===== src/rtl/i2c_slave_responder.sv =====
// I2C slave that accepts writes as a strobed byte stream and answers reads from a host-loaded buffer.
// SCL/SDA are synchronised into clk_i; all bus decisions use the synchronised copies.
module i2c_slave_responder #(
    parameter logic [6:0] SLAVE_ADDR = 7'h22,
    parameter int         DATA_WIDTH = 8,
    parameter int         BUF_DEPTH  = 64
) (
    input  logic                         clk_i,
    input  logic                         rst_i,
    input  logic                         scl_i,
    input  logic                         sda_i,
    output logic                         sda_o,
    input  logic                         load_en_i,
    input  logic [$clog2(BUF_DEPTH)-1:0] load_addr_i,
    input  logic [DATA_WIDTH-1:0]        load_data_i,
    output logic                         wr_strobe_o,
    output logic [DATA_WIDTH-1:0]        wr_data_o,
    output logic                         busy_o
);

    localparam int AW = $clog2(BUF_DEPTH);
    localparam int SW = (DATA_WIDTH > 8) ? DATA_WIDTH : 8;
    localparam int CW = $clog2(SW + 1);
    localparam logic [CW-1:0] ADDR_BITS = CW'(8);
    localparam logic [CW-1:0] DATA_BITS = CW'(DATA_WIDTH);

    typedef enum logic [2:0] {
        IDLE, ADDR, ADDR_ACK, WR_DATA, WR_ACK, RD_DATA, RD_ACK, IGNORE
    } state_t;

    state_t                state, state_n;
    logic                  scl_meta, scl_sync, scl_prev;
    logic                  sda_meta, sda_sync, sda_prev;
    logic                  scl_rise, scl_fall, start_det, stop_det;
    logic [CW-1:0]         bit_cnt, bit_cnt_n;
    logic [SW-1:0]         shift_r, shift_n;
    logic [DATA_WIDTH-1:0] tx_r, tx_n;
    logic [AW-1:0]         rd_ptr, rd_ptr_n;
    logic                  sda_n, wr_strobe_n;
    logic [DATA_WIDTH-1:0] wr_data_n;
    logic [DATA_WIDTH-1:0] mem [BUF_DEPTH];

    always_ff @(posedge clk_i or posedge rst_i) begin
        if (rst_i) begin
            scl_meta <= 1'b1;
            scl_sync <= 1'b1;
            scl_prev <= 1'b1;
            sda_meta <= 1'b1;
            sda_sync <= 1'b1;
            sda_prev <= 1'b1;
        end else begin
            scl_meta <= scl_i;
            scl_sync <= scl_meta;
            scl_prev <= scl_sync;
            sda_meta <= sda_i;
            sda_sync <= sda_meta;
            sda_prev <= sda_sync;
        end
    end

    // START/STOP require SCL high on both samples so SCL edges never alias into bus conditions
    assign scl_rise  = scl_sync & ~scl_prev;
    assign scl_fall  = ~scl_sync & scl_prev;
    assign start_det = scl_sync & scl_prev & sda_prev & ~sda_sync;
    assign stop_det  = scl_sync & scl_prev & ~sda_prev & sda_sync;

    always_ff @(posedge clk_i) begin
        if (load_en_i) begin
            mem[load_addr_i] <= load_data_i;
        end
    end

    always_ff @(posedge clk_i or posedge rst_i) begin
        if (rst_i) begin
            state       <= IDLE;
            bit_cnt     <= '0;
            shift_r     <= '0;
            tx_r        <= '0;
            rd_ptr      <= '0;
            sda_o       <= 1'b1;
            wr_strobe_o <= 1'b0;
            wr_data_o   <= '0;
        end else begin
            state       <= state_n;
            bit_cnt     <= bit_cnt_n;
            shift_r     <= shift_n;
            tx_r        <= tx_n;
            rd_ptr      <= rd_ptr_n;
            sda_o       <= sda_n;
            wr_strobe_o <= wr_strobe_n;
            wr_data_o   <= wr_data_n;
        end
    end

    always_comb begin
        state_n     = state;
        bit_cnt_n   = bit_cnt;
        shift_n     = shift_r;
        tx_n        = tx_r;
        rd_ptr_n    = rd_ptr;
        sda_n       = sda_o;
        wr_strobe_n = 1'b0;
        wr_data_n   = wr_data_o;
        if (start_det) begin
            state_n   = ADDR;
            bit_cnt_n = '0;
            sda_n     = 1'b1;
        end else if (stop_det) begin
            state_n   = IDLE;
            bit_cnt_n = '0;
            sda_n     = 1'b1;
        end else begin
            case (state)
                ADDR: begin
                    if (scl_rise) begin
                        shift_n   = {shift_r[SW-2:0], sda_sync};
                        bit_cnt_n = bit_cnt + CW'(1);
                    end else if (scl_fall && bit_cnt == ADDR_BITS) begin
                        bit_cnt_n = '0;
                        if (shift_r[7:1] == SLAVE_ADDR) begin
                            state_n = ADDR_ACK;
                            sda_n   = 1'b0;
                        end else begin
                            state_n = IGNORE;
                            sda_n   = 1'b1;
                        end
                    end
                end
                ADDR_ACK: begin
                    // shift_r[0] still holds the R/W bit here
                    if (scl_fall) begin
                        bit_cnt_n = '0;
                        if (shift_r[0]) begin
                            state_n = RD_DATA;
                            tx_n    = mem[rd_ptr];
                            sda_n   = tx_n[DATA_WIDTH-1];
                        end else begin
                            state_n = WR_DATA;
                            sda_n   = 1'b1;
                        end
                    end
                end
                WR_DATA: begin
                    if (scl_rise) begin
                        shift_n   = {shift_r[SW-2:0], sda_sync};
                        bit_cnt_n = bit_cnt + CW'(1);
                        if (bit_cnt_n == DATA_BITS) begin
                            wr_strobe_n = 1'b1;
                            wr_data_n   = shift_n[DATA_WIDTH-1:0];
                        end
                    end else if (scl_fall && bit_cnt == DATA_BITS) begin
                        state_n   = WR_ACK;
                        bit_cnt_n = '0;
                        sda_n     = 1'b0;
                    end
                end
                WR_ACK: begin
                    if (scl_fall) begin
                        state_n = WR_DATA;
                        sda_n   = 1'b1;
                    end
                end
                RD_DATA: begin
                    if (scl_rise) begin
                        bit_cnt_n = bit_cnt + CW'(1);
                    end else if (scl_fall) begin
                        if (bit_cnt == DATA_BITS) begin
                            state_n   = RD_ACK;
                            bit_cnt_n = '0;
                            sda_n     = 1'b1;
                        end else begin
                            tx_n  = tx_r << 1;
                            sda_n = tx_n[DATA_WIDTH-1];
                        end
                    end
                end
                RD_ACK: begin
                    // bit_cnt==1 marks a master ACK awaiting the next falling edge
                    if (scl_rise) begin
                        rd_ptr_n = rd_ptr + AW'(1);
                        if (sda_sync) begin
                            state_n = IGNORE;
                        end else begin
                            bit_cnt_n = CW'(1);
                        end
                    end else if (scl_fall && bit_cnt == CW'(1)) begin
                        state_n   = RD_DATA;
                        bit_cnt_n = '0;
                        tx_n      = mem[rd_ptr];
                        sda_n     = tx_n[DATA_WIDTH-1];
                    end
                end
                default: begin
                end
            endcase
        end
    end

    assign busy_o = (state != IDLE) && (state != IGNORE);

endmodule


===== config.mk =====
export PLATFORM = sky130hd
export DESIGN_NAME = i2c_slave_responder
export DESIGN_NICKNAME = d
export VERILOG_FILES = /design/src/rtl/i2c_slave_responder.sv
export SDC_FILE = /design/constraint.sdc
export NUM_CORES = 1
export LEC_CHECK = 0
export BUFFER_PORTS_ARGS = -buffer_cell sky130_fd_sc_hd__clkbuf_2
export CAP_MARGIN = 20
export CORE_UTILIZATION = 45
export CTS_CLUSTER_SIZE = 40
export DETAILED_ROUTE_END_ITERATION = 16
export PLACE_DENSITY = 0.64
export SETUP_SLACK_MARGIN = 0.2
export SYNTH_ARGS = -nofsm -noshare
export SYNTH_HDL_FRONTEND = slang
export SYNTH_SLANG_ARGS = --single-unit

===== constraint.sdc =====
create_clock -name clk_i -period 2.6 [get_ports clk_i]
set_clock_uncertainty 0.05 [all_clocks]
set_input_delay 0.13 -clock clk_i [delete_from_list [all_inputs] [get_ports clk_i]]
set_output_delay 0.13 -clock clk_i [all_outputs]
set_load 0.01 [all_outputs]

Word level (Yosys, flattened, before mapping)
Memory sizes are Yosys's and may differ from the RTL's.
Cells that the tools add are included.
{"block": "word_totals", "ff_bits": 44, "ram_bits": 512, "inputBits": 19, "output_inout_bits": 11, "wordCells": 140, "n_memories": 1}
{"name": "mem", "depth": 64, "width": 8, "rd": 1, "rd_ports_with_merged_regs": 0, "write_ports": 1, "line": "41", "rtl": "logic [DATA_WIDTH-1:0] mem [BUF_DEPTH];"}
{"block": "op_classes", "add_sub_neg": 2, "n_eq_ne": 35, "mux": 60, "bitwise_logic": 13, "reduce_logical": 15}
{"cell": "$mux W7", "n": 7}
{"cell": "$mux W3", "n": 16}
{"cell": "$mux W4", "n": 11}
{"cell": "$ne A4 B4 Y1 const B", "n": 11}
{"cell": "$ne A5 B5 Y1 const B", "n": 5}
{"cell": "$mux W1", "n": 22}
{"cell": "$pmux W7 S3", "n": 1}
{"cell": "$pmux W3 S6", "n": 1}
{"cell": "$pmux W4 S4", "n": 1}
{"cell": "$ne A2 B2 Y1 const B", "n": 7}
{"cell": "$reduce_and A12 Y1", "n": 1}
{"cell": "$reduce_and A11 Y1", "n": 1}
{"cell": "$reduce_and A10 Y1", "n": 1}
{"cell": "$eq A3 B3 Y1 const B", "n": 3}
{"cell": "$eq A4 B4 Y1 const B", "n": 2}
{"cell": "$reduce_and A4 Y1", "n": 2}
{"cell": "$reduce_bool A8 Y1", "n": 1}
{"cell": "$and A1 B1 Y1", "n": 7}
{"cell": "$eq A7 B6 Y1 const B", "n": 1}
{"cell": "$reduce_and A7 Y1", "n": 1}
{"cell": "$add A6 B1 Y6 const B", "n": 1}
{"cell": "$eq A3 B2 Y1 const B", "n": 2}
{"cell": "$not A1 Y1", "n": 6}
{"cell": "$pmux W1 S6", "n": 1}
{"cell": "10 further kinds", "n": 13}

Longest topological paths before layout
Gate-level depths: netlist (run 1).
{"block": "logic_depth", "ltp_word": 8, "depth_mapped": 10, "depth_no_buf": 8}

Worst setup path before layout (run 1)
Ideal clock, no wire load.
{"block": "synth_path", "path_kind": "register to register", "start": "register rd_ptr[1]", "end": "register tx_r[0]", "setup_ns": 0.121, "t_arrival_ns": 1.962, "path_slack_ns": 0.467, "path_stages_with_launch": 10, "n_path_buf": 3, "period_less_slack_ns": 2.133, "cell_sequence": "dfrtp_1 buf_6 buf_4 buf_2 mux4_2 a22oi_1 nand2_1 a211oi_1 a21oi_1 a22o_1"}
{"block": "synth_between", "elab_chain_len": 4, "elab_cells_between_ends": 6}
{"element": "start, declared", "line": "38", "rtl": "logic [AW-1:0] rd_ptr, rd_ptr_n;"}
{"element": "start signal, assigned", "line": "88", "rtl": "rd_ptr <= rd_ptr_n;"}
{"element": "$mem_v2 Z64 W8 (*)"}
{"element": "$mux W7, on equally long branches", "line": "186, 133"}
{"element": "$mux W7, on equally long branches", "line": "179, 131"}
{"element": "$pmux W7 S3 (*)", "line": "113", "rtl": "case (state)"}
{"element": "end signal, assigned", "line": "87", "rtl": "tx_r <= tx_n;"}
{"element": "end, declared", "line": "37", "rtl": "logic [DATA_WIDTH-1:0] tx_r, tx_n;"}
Every way passes the cells marked *; elsewhere a longest branch is shown, timed or not. The select of a mux whose other input is x is not followed.
A chain may end at the register's enable or synchronous reset.

Final worst setup path (run 1)
{"block": "layout_path", "start": "register rd_ptr[1]", "end": "register tx_r[2]"}
The elaborated chain is that of the path after synthesis.

==> results of run 1 <==
==> metal layers <==
metal,up-vias,track usage (%),routed length (um)
met5,-,0,0
met4,0,8.602,1799
met3,114,4.468,4636
met2,573,34.74,25800
met1,6348,30.78,22480
li1,5267,-,-
==> state kept, by name (all words and copies together) (netlist names) <==
name and flops:
wr_strobe_o 1, sda_sync 1, rd_ptr 6, mem 512, shift_r 8, bit_cnt 4, scl_meta 1, tx_r 7
sda_meta 1, sda_o 1, state 3, scl_prev 1, sda_prev 1, scl_sync 1, wr_data_o 8
==> layout make-up <==
cell class / instances / area [um^2] / share of cell area, %
Timing Repair Buffer: 219 / 2001 / 7.382
Multi-Input combinational cell: 548 / 5801 / 21.40
Antenna cell: 1 / 2.502 / 0.009233
Inverter: 18 / 67.56 / 0.2493
Clock buffer: 75 / 1589 / 5.863
Clock inverter: 28 / 312.8 / 1.154
Sequential cell: 556 / 16500 / 60.87
Tap cell: 664 / 830.8 / 3.065
==> timing repair <==
action / in CTS / in global routing
gates cloned: 5 / 1
resized for setup: 67 / 39
setup buffers: 25 / 5
endpoints found under the setup margin: 8 / 15
endpoints found under the hold margin: 38 / 0
pin swaps: 22 / 17
hold buffers: 6 / 0
==> critical path, delay by kind of cell (launching register included) <==
kind | cells | cell delay [ns]
buffers and inverters | 5 | 0.72
multiplexers | 1 | 0.43
AO/OA/AOI/OAI | 4 | 0.62
flip-flops | 1 | 0.50
==> metrics by stage <==
step                      utilization [%]  setup slack (ns)  instance area, um^2  cells
after floorplan                         -            0.4671                22330   1178
after global placement              49.34           -0.1309                24150   1961
after detailed placement            49.42           -0.1685                24190   1963
after CTS                           54.83            0.1650                26840   2102
after global routing                55.37           0.07722                27100   2109
final                               55.37            0.1641                27100   2109
==> cell usage in the layout (no fill, tap or decap), drive strengths merged, types with 14 or more instances in the layout <==
cell and n:
nor2b 15, clkinv 18, mux4 106, edfxtp 512, o22ai 14, clkbuf 105
nand2 34, buf 182, a21oi 23, mux2 24, mux2i 52, dfrtp 37
inv 19, nand3 16, o21ai 25, nor2 82
==> worst max path at each step <==
stage,startpoint,end,slack (ns),cells after the start
6_report,rd_ptr[1],tx_r[2],0.16,10
5_1_grt,rd_ptr[0],tx_r[4],0.08,9
4_1_cts,rd_ptr[0],tx_r[4],0.17,9
3_5_place_dp,rd_ptr[1],tx_r[1],-0.17,8
3_3_place_gp,rd_ptr[1],tx_r[1],-0.13,8
2_1_floorplan,rd_ptr[1],tx_r[0],0.47,9
==> logic make-up (layout without fill, tap and decap cells) <==
group                    after synthesis  after routing  share of synthesized area, %
AO/OA/AOI/OAI                        150            150                         4.769
XOR/XNOR                               8              8                        0.3138
adder cells (fa/ha/maj)                8              8                        0.4483
buffers and inverters                 74            340                         2.085
flip-flops                           556            556                         73.83
multiplexers                         182            182                         14.28
other                                  0              1                             0
AND/OR/NAND/NOR                      200            200                         4.270
==> cells in the mapped netlist (all sizes together) (3+ instances only) <==
master	count
clkbuf	13
a2111oi	13
nor4	4
nor2	82
nand4	6
dfstp	7
and3	3
a22oi	10
dfrtp	37
o22ai	14
o221ai	12
a31oi	6
mux2	24
nand3b	4
nand2	34
xnor2	5
xor2	3
mux2i	52
a21oi	23
a22o	10
nand2b	7
and2	6
mux4	106
nor2b	15
inv	18
nand3	16
a221oi	4
a211oi	9
a21o	6
buf	43
ha	8
o21ai	25
edfxtp	512
a2bb2oi	4
nor3	13
==> power groups by stage <==
stage          combinational (uW)  sequential [uW]  clock (uW)
2_1_floorplan                3950            10200           0
3_3_place_gp                 5590            10400           0
3_5_place_dp                 5630            10400           0
4_1_cts                      6790            10200        8410
5_1_grt                      7540            10200        8690
6_report                     7160            10200        8260
==> results.cfg, run 1 <==
[run_status]
status = complete, no violations

[global_route]
antenna_found_initial = 1
grt_max_degree = 65
grt_pass1_wl_um = 80880
grt_pass1_vias = 12313
grt_usage_pct = 22.20
grt_overflow = 0

[critical_path]
critPathMaxFanout = 8
cpMostUsedCell = buf_12
crit_chain = buf_12 > buf_8 > buf_12 > buf_16 > buf_12 > mux4_2 > o21ai_2 > o221ai_2 > a31oi_1 > a221oi_2
rrSetupSlack_ns = 0.16
setup.worst_path.end_class = flop
worstPathArrival_ns = 2.87
max_stage_delay_ns = 0.50
criticalPathCategory = reg2reg
r2r_end = tx_r[2]
required_ns = 3.04
r2r_cells = 10
worstSetupStartpointType = flop
critPathSlowestCell = dfrtp_4
reg2reg_from = rd_ptr[1]

[power]
power.switching_uw = 7115
switching_share_pct = 27.79
pwr-share-clk_pct = 32.2
ir_worst_vdd_mv = 0.4949
finalPower_uw = 25610
p_int_uw = 18490
pwr_density_cell_nw_per_um2 = 944.8
combPwrFrac_pct = 27.9
pwr-share-seq_pct = 39.8
static-leakage-power_uw = 0.009128

[flow_run]
drv_cap = 0

[synth]
avgSynthCellArea_um2 = 18.95
async_reset_ff_share_pct = 7.914
synth-edff-count = 512
synth_top_area_share_pct = 68.86
synth_largest_area_cell = edfxtp_1
synth_warnings = 0
yosysSeqAreaShare_pct = 73.83
synth_area_um2 = 22330
ys_ff_latch = 556
synth_area_leaders = edfxtp_1, mux4_2, dfrtp_1
synthesis.nets = 1205
synth_cells = 1178
ys.flop_type = edfxtp_1
synthDistinctLibCells = 66

[sta]
fin_crit_sh_pct = 93.69
slew_viol_final = 0
rsz0062_at_grt = yes
whs_ns = 0.04716
fmax_ghz = 0.4105
period_needed_ns = 2.436
worst_pin_slew_ns = 1.051
fin_setup_tns_ns = 0
finalHoldViolCount = 0
max_slew_margin_pct = 29.94
setup_viol = 0

[final_layout]
area_growth_pct = 21.38
nets = 1427
nFillCells = 3703
drive_gt1_share_pct = 34.83

[clocking]
clock_latency_ns = 0.62
clk_path_buf_depth = 3
cts.sinks = 556
clkSlewWorstSetupHoldPaths_ns = 0.06
clockRootBuffer = clkbuf_16
cts_made_buffers = 57
cts_tree = done
cts_max_level = 2

[floorplanning]
dieHeight_um = 224.8
die_area_um2 = 50510
pin_count = 30
die_w_um = 224.8
start_util_pct = 45.61
rows = 81
core_um2 = 48950

[hold_path]
hp-start = load_data_i[6]
hold_end = mem[36][6]
hp-class = in2reg
holdPathStages = 1

[route]
routed_wirelength_um = 54710
via_per_inst = 5.833
drt_iter0_drc = 1589
drt-pass1-iter-count = 5
drc = 0
wl_per_cell_um = 25.94
num_vias = 12302
ant_nets = 0

[place]
routabilityCongestion = 0.8620
io_buffers = 29
dp_hpwl_um = 34360
(Power assumes the default switching activity.)
==> inputs of run 2 (changes only) <==
ABC_AREA = 1   (was unset)
HOLD_SLACK_MARGIN = 0.06   (was unset)
REMOVE_ABC_BUFFERS = 1   (was unset)
==> results.cfg, run 2 <==
[synth]
synthDistinctLibCells = 38
ys.flop_type = edfxtp_1
synth_largest_area_cell = edfxtp_1
ys_ff_latch = 556
avgSynthCellArea_um2 = 11.80
synth-edff-count = 512
synth_area_leaders = edfxtp_1, nor2_1, o21ai_0
async_reset_ff_share_pct = 7.914
synth_top_area_share_pct = 67.04
synth_area_um2 = 22930
synth_top_cells_by_count = edfxtp_1, nor2_1, nand2_1, o21ai_0, nand3_1
synth_cells = 1943
synth_warnings = 0
yosysSeqAreaShare_pct = 71.88
yosysMostFrequentCell = edfxtp_1

[clocking]
cts_max_level = 2
cts_tree = done
clk_path_buf_depth = 3
clock_latency_ns = 0.62
cts.sinks = 556
clkSlewWorstSetupHoldPaths_ns = 0.06
clockRootBuffer = clkbuf_16
post_cts_buffers = 0
cts_made_buffers = 56

[critical_path]
critPathMaxFanout = 40
worstPathArrival_ns = 2.75
reg2reg_from = rd_ptr[0]
criticalPathCategory = reg2reg
required_ns = 3.07
setup.worst_path.end_class = flop
worstSetupStartpoint = rd_ptr[0]
worstSetupStartpointType = flop

[power]
finalPower_uw = 24840
pwr-share-seq_pct = 40.9
pwr_density_cell_nw_per_um2 = 948.2
static-leakage-power_uw = 0.009165
switching_share_pct = 33.43
ir_worst_vdd_mv = 0.5643
pwr-share-clk_pct = 30.8
p_int_uw = 16540
combPwrFrac_pct = 28.3
power.switching_uw = 8306

[final_layout]
layout_common_cells = edfxtp_1, nor2_1, nand2_1, o21ai_0, nand3_1
seqCellArea_um2 = 16490
nets = 2065
fin_cells = 2754
largest_reg_flops = 512
n_antenna_cell = 0
drive_gt1_share_pct = 11.43
nFillCells = 4297
multiInputGateArea_um2 = 5545
area_growth_pct = 14.25
layout_commonest_cell = edfxtp_1
top_register = mem
top_regs = mem: 512 flops, shift_r: 8 flops, wr_data_o: 8 flops

[place]
routabilityCongestion = 0.8768
dp_hpwl_um = 35710
placedCellCount = 2644
io_buffers = 29

[sta]
period_needed_ns = 2.274
max_slew_margin_pct = 23.38
finalHoldViolCount = 0
worst_pin_slew_ns = 1.149
fin_crit_sh_pct = 87.45
setup_viol = 0
slew_viol_final = 0
rsz0062_at_grt = yes
fin_setup_tns_ns = 0
fmax_ghz = 0.4398

[floorplanning]
die_w_um = 227.8
rows = 82
die_area_um2 = 51870
dieHeight_um = 227.8
start_util_pct = 45.71
core_um2 = 50170
pin_count = 30

[global_route]
grt_usage_pct = 22.32
grt_pass1_wl_um = 89190
grt_use_met1_pct = 31.51
antenna_found_initial = 2
grt_overflow = 0
gr-usage-met3_pct = 3.537
grt_max_degree = 114
grt_pass1_vias = 14991
busiest_layer = met2
use_met2_pct = 35.00

[flow_run]
drv_cap = 0

[run_status]
status = complete, no violations

[route]
via_per_inst = 5.544
routed_wirelength_um = 57780
drt-pass1-iter-count = 5
ant_nets = 0
drt_iter0_drc = 1789
drc = 0
wl_per_cell_um = 20.98
num_vias = 15269

[hold_path]
hp-start = load_data_i[6]
hp-class = in2reg
-- run 2: critical path, stage by stage, from the launching register on --
cell and delay [ns]:
dfrtp_4 0.53, inv_6 0.21, buf_12 0.25, nand2_1 0.09
nand2_1 0.06, nand2_1 0.04, nand3_1 0.08, nand3_1 0.17
nand2_1 0.18, nand3_1 0.09, nand2_1 0.12, nand2_1 0.06
nand2_1 0.06, nand2_1 0.05, a21oi_1 0.12
-- run 2: final cells by class --
class	instances	share of cell area, %
flip-flops and latches	556	62.94
multi-input cells	1193	21.16
clock buffers	71	5.640
repair buffers	147	4.842
well taps	672	3.209
inverters	84	1.222
clock inverters	31	0.9789
-- run 2: power groups by stage --
stage / combinational, uW / clock [uW] / sequential, uW
floorplan: 3310 / 0 / 10700
global placement: 6830 / 0 / 10300
detailed placement: 6930 / 0 / 10400
CTS: 6980 / 7750 / 10200
global route: 7770 / 8100 / 10200
finish: 7030 / 7650 / 10200
-- run 2: cell families after synthesis --
| logic type | count (synthesis) | synth area share [%] |
|---|---|---|
| simple gates | 777 | 13.72 |
| flops | 556 | 71.88 |
| compound gates | 401 | 9.750 |
| buf+inv | 194 | 3.950 |
| fa+ha+maj | 8 | 0.4365 |
| xor+xnor | 7 | 0.2673 |
-- run 2: path summary, 6_finish.rpt --
path	slack (ns)	endpoint	cells after the start
max in group asynchronous	1.58	sda_o	4
worst max-delay path	0.33	sda_o	14
worst min register to register	0.31	sda_sync	0
min in group asynchronous	0.10	wr_data_o[4]	3
worst min-delay path	0.07	mem[50][6]	1
worst max register to register	0.33	sda_o	14
-- run 2: metrics by stage --
step / setup slack (ns) / utilization (%) / hold WS, ns / cell area [um^2]
floorplan: -4.705 / - / 0.08448 / 22350
global placement: 0.3930 / 48.49 / 0.1695 / 24330
detailed placement: 0.3588 / 48.57 / 0.1715 / 24370
CTS: 0.3326 / 52.14 / 0.06032 / 26160
global route: 0.1617 / 52.22 / 0.08082 / 26200
finish: 0.3262 / 52.22 / 0.07217 / 26200
-- run 2: repair_timing --
action | 4_1_cts | 5_1_grt
hold buffers | 6 | 1
endpoints found under the setup margin | 0 | 6
gates resized for setup | 0 | 2
hold endpoints to repair | 71 | 8
-- run 2: routing by layer --
| metal | routed length, um | vias up | part of all wire [%] |
|---|---|---|---|
| met1 | 25140 | 7451 | 43 |
| li1 | - | 7088 | - |
| met5 | 12 | - | 0.021 |
| met3 | 4242 | 115 | 7.3 |
| met4 | 1767 | 2 | 3.1 |
| met2 | 26620 | 613 | 46 |
==> inputs of run 3 (changes only) <==
CORE_ASPECT_RATIO = 1.25   (was unset)
==> results.cfg, run 3 (synthesis results as in run 2) <==
[final_layout]
layout_common_cells = edfxtp_1, nor2_1, nand2_1, o21ai_0, nand3_1
layout_commonest_cell = edfxtp_1
fin_cells = 2736
area_growth_pct = 14.17
n_antenna_cell = 0
nets = 2063
drive_gt1_share_pct = 11.55
largest_reg_flops = 512
top_register = mem
top_regs = mem: 512 flops, shift_r: 8 flops, wr_data_o: 8 flops

[sta]
finalHoldViolCount = 0
worst_pin_slew_ns = 1.085
fin_setup_tns_ns = 0
setup_viol = 0
fmax_ghz = 0.4368
fin_crit_sh_pct = 88.05
period_needed_ns = 2.289
rsz0062_at_grt = no
slew_viol_final = 0
max_slew_margin_pct = 27.65

[global_route]
antenna_found_initial = 0
grt_pass1_wl_um = 87310
grt_max_degree = 77
grt_pass1_vias = 14788
grt_usage_pct = 22.51
grt_overflow = 0

[critical_path]
critPathSlowestCell = dfrtp_4
worstPathArrival_ns = 2.79
criticalPathCategory = reg2reg
required_ns = 3.10
max_stage_delay_ns = 0.54
cpMostUsedCell = nand2_1
crit_chain = inv_6 > buf_12 > nor2_1 > o211ai_1 > o211ai_1 > nand2_1 > nand3_1 > nand3_1 > nand2_1 > nand2_1
setup.worst_path.end_class = flop
critPathMaxFanout = 50
worstSetupStartpointType = flop

[floorplanning]
pin_count = 30
rows = 92
core_um2 = 50420
dieHeight_um = 254.4
die_w_um = 203.9
start_util_pct = 45.49
die_area_um2 = 51880

[power]
ir_worst_vdd_mv = 0.6734
static-leakage-power_uw = 0.009164
pwr_density_cell_nw_per_um2 = 957.6

[route]
routed_wirelength_um = 57450
via_per_inst = 5.510
ant_nets = 0
wl_per_cell_um = 21.00
drc = 0
drt-pass1-iter-count = 5
num_vias = 15076
drt_iter0_drc = 1357

[clocking]
cts.sinks = 556
clock_latency_ns = 0.61
clk_path_buf_depth = 3
cts_tree = done
cts_max_level = 2
clkSlewWorstSetupHoldPaths_ns = 0.06
cts_made_buffers = 54
clockRootBuffer = clkbuf_16

[run_status]
status = complete, no violations

[place]
dp_hpwl_um = 36350
io_buffers = 29
routabilityCongestion = 0.9093
placedCellCount = 2633

[flow_run]
drv_cap = 0

[hold_path]
hp-class = in2reg
[run 3: changes by cell type in the layout (fill, tap and decap cells not counted), moves of 2 or more]
cell	before	now
inv_6	1	4
clkinv_2	11	6
bufinv_16	3	6
clkbuf_1	13	10
buf_4	94	97
dlygate4sd3_1	7	5
[run 3: final timing paths]
check | start | end | slack (ns) | cells after the start
worst min-delay path | load_data_i[3] | mem[53][3] | 0.10 | 1
min in group asynchronous | rst_i | wr_data_o[7] | 0.56 | 4
max in group asynchronous | rst_i | sda_o | 1.14 | 5
worst max-delay path | rd_ptr[0] | tx_r[4] | 0.31 | 10
worst max register to register | rd_ptr[0] | tx_r[4] | 0.31 | 10
worst min register to register | scl_meta | scl_sync | 0.31 | 0
[run 3: critical path, delay by kind of cell, from the launching register on]
family / cells / cell delay (ns)
simple gates: 6 / 0.59
flops: 1 / 0.54
compound gates: 2 / 0.53
buf+inv: 2 / 0.47
[run 3: report_power, final]
group	switching, uW	internal [uW]	leakage (uW)	total (uW)
Combinational	4820	2250	0.00315	7070
Clock	3280	4540	0.000855	7820
Sequential	189	9990	0.00516	10200
[run 3: layout make-up]
type                       instances  area (um^2)
clock inverter                    30        296.5
multi-input combinational       1193         5553
timing repair buffer             147         1244
inverter                          84        320.3
tap                              658        823.3
clock buffer                      68         1455
sequential                       556        16490
fill                            4349        24230
[run 3: per-layer routing]
layer	global-route usage, %	up-vias	part of all wire, %
met5	0	-	0
met4	11.49	0	4.6
met3	3.297	126	5.7
met2	38.23	514	50
met1	28.02	7340	40
li1	-	7096	-
[run 3: through the flow]
step	instance area [um^2]	util [%]	total power (uW)	setup WS (ns)	hold WS (ns)
final	26180	51.93	25070	0.3106	0.1042
after floorplan	22350	-	14040	-4.705	0.08448
after global routing	26180	51.93	26250	0.2052	0.1087
after CTS	26170	51.91	25180	0.2943	0.08619
after global placement	24370	48.34	17250	0.3164	0.06531
after detailed placement	24370	48.34	17380	0.3257	0.07191
[run 3: repair_timing]
| action | in CTS | in global routing |
|---|---|---|
| hold buffers | 5 | 0 |
| endpoints found under the hold margin | 73 | 0 |
| buffers inserted | 0 | 0 |
| gates resized for setup | 0 | 3 |
| endpoints found under the setup margin | 0 | 5 |
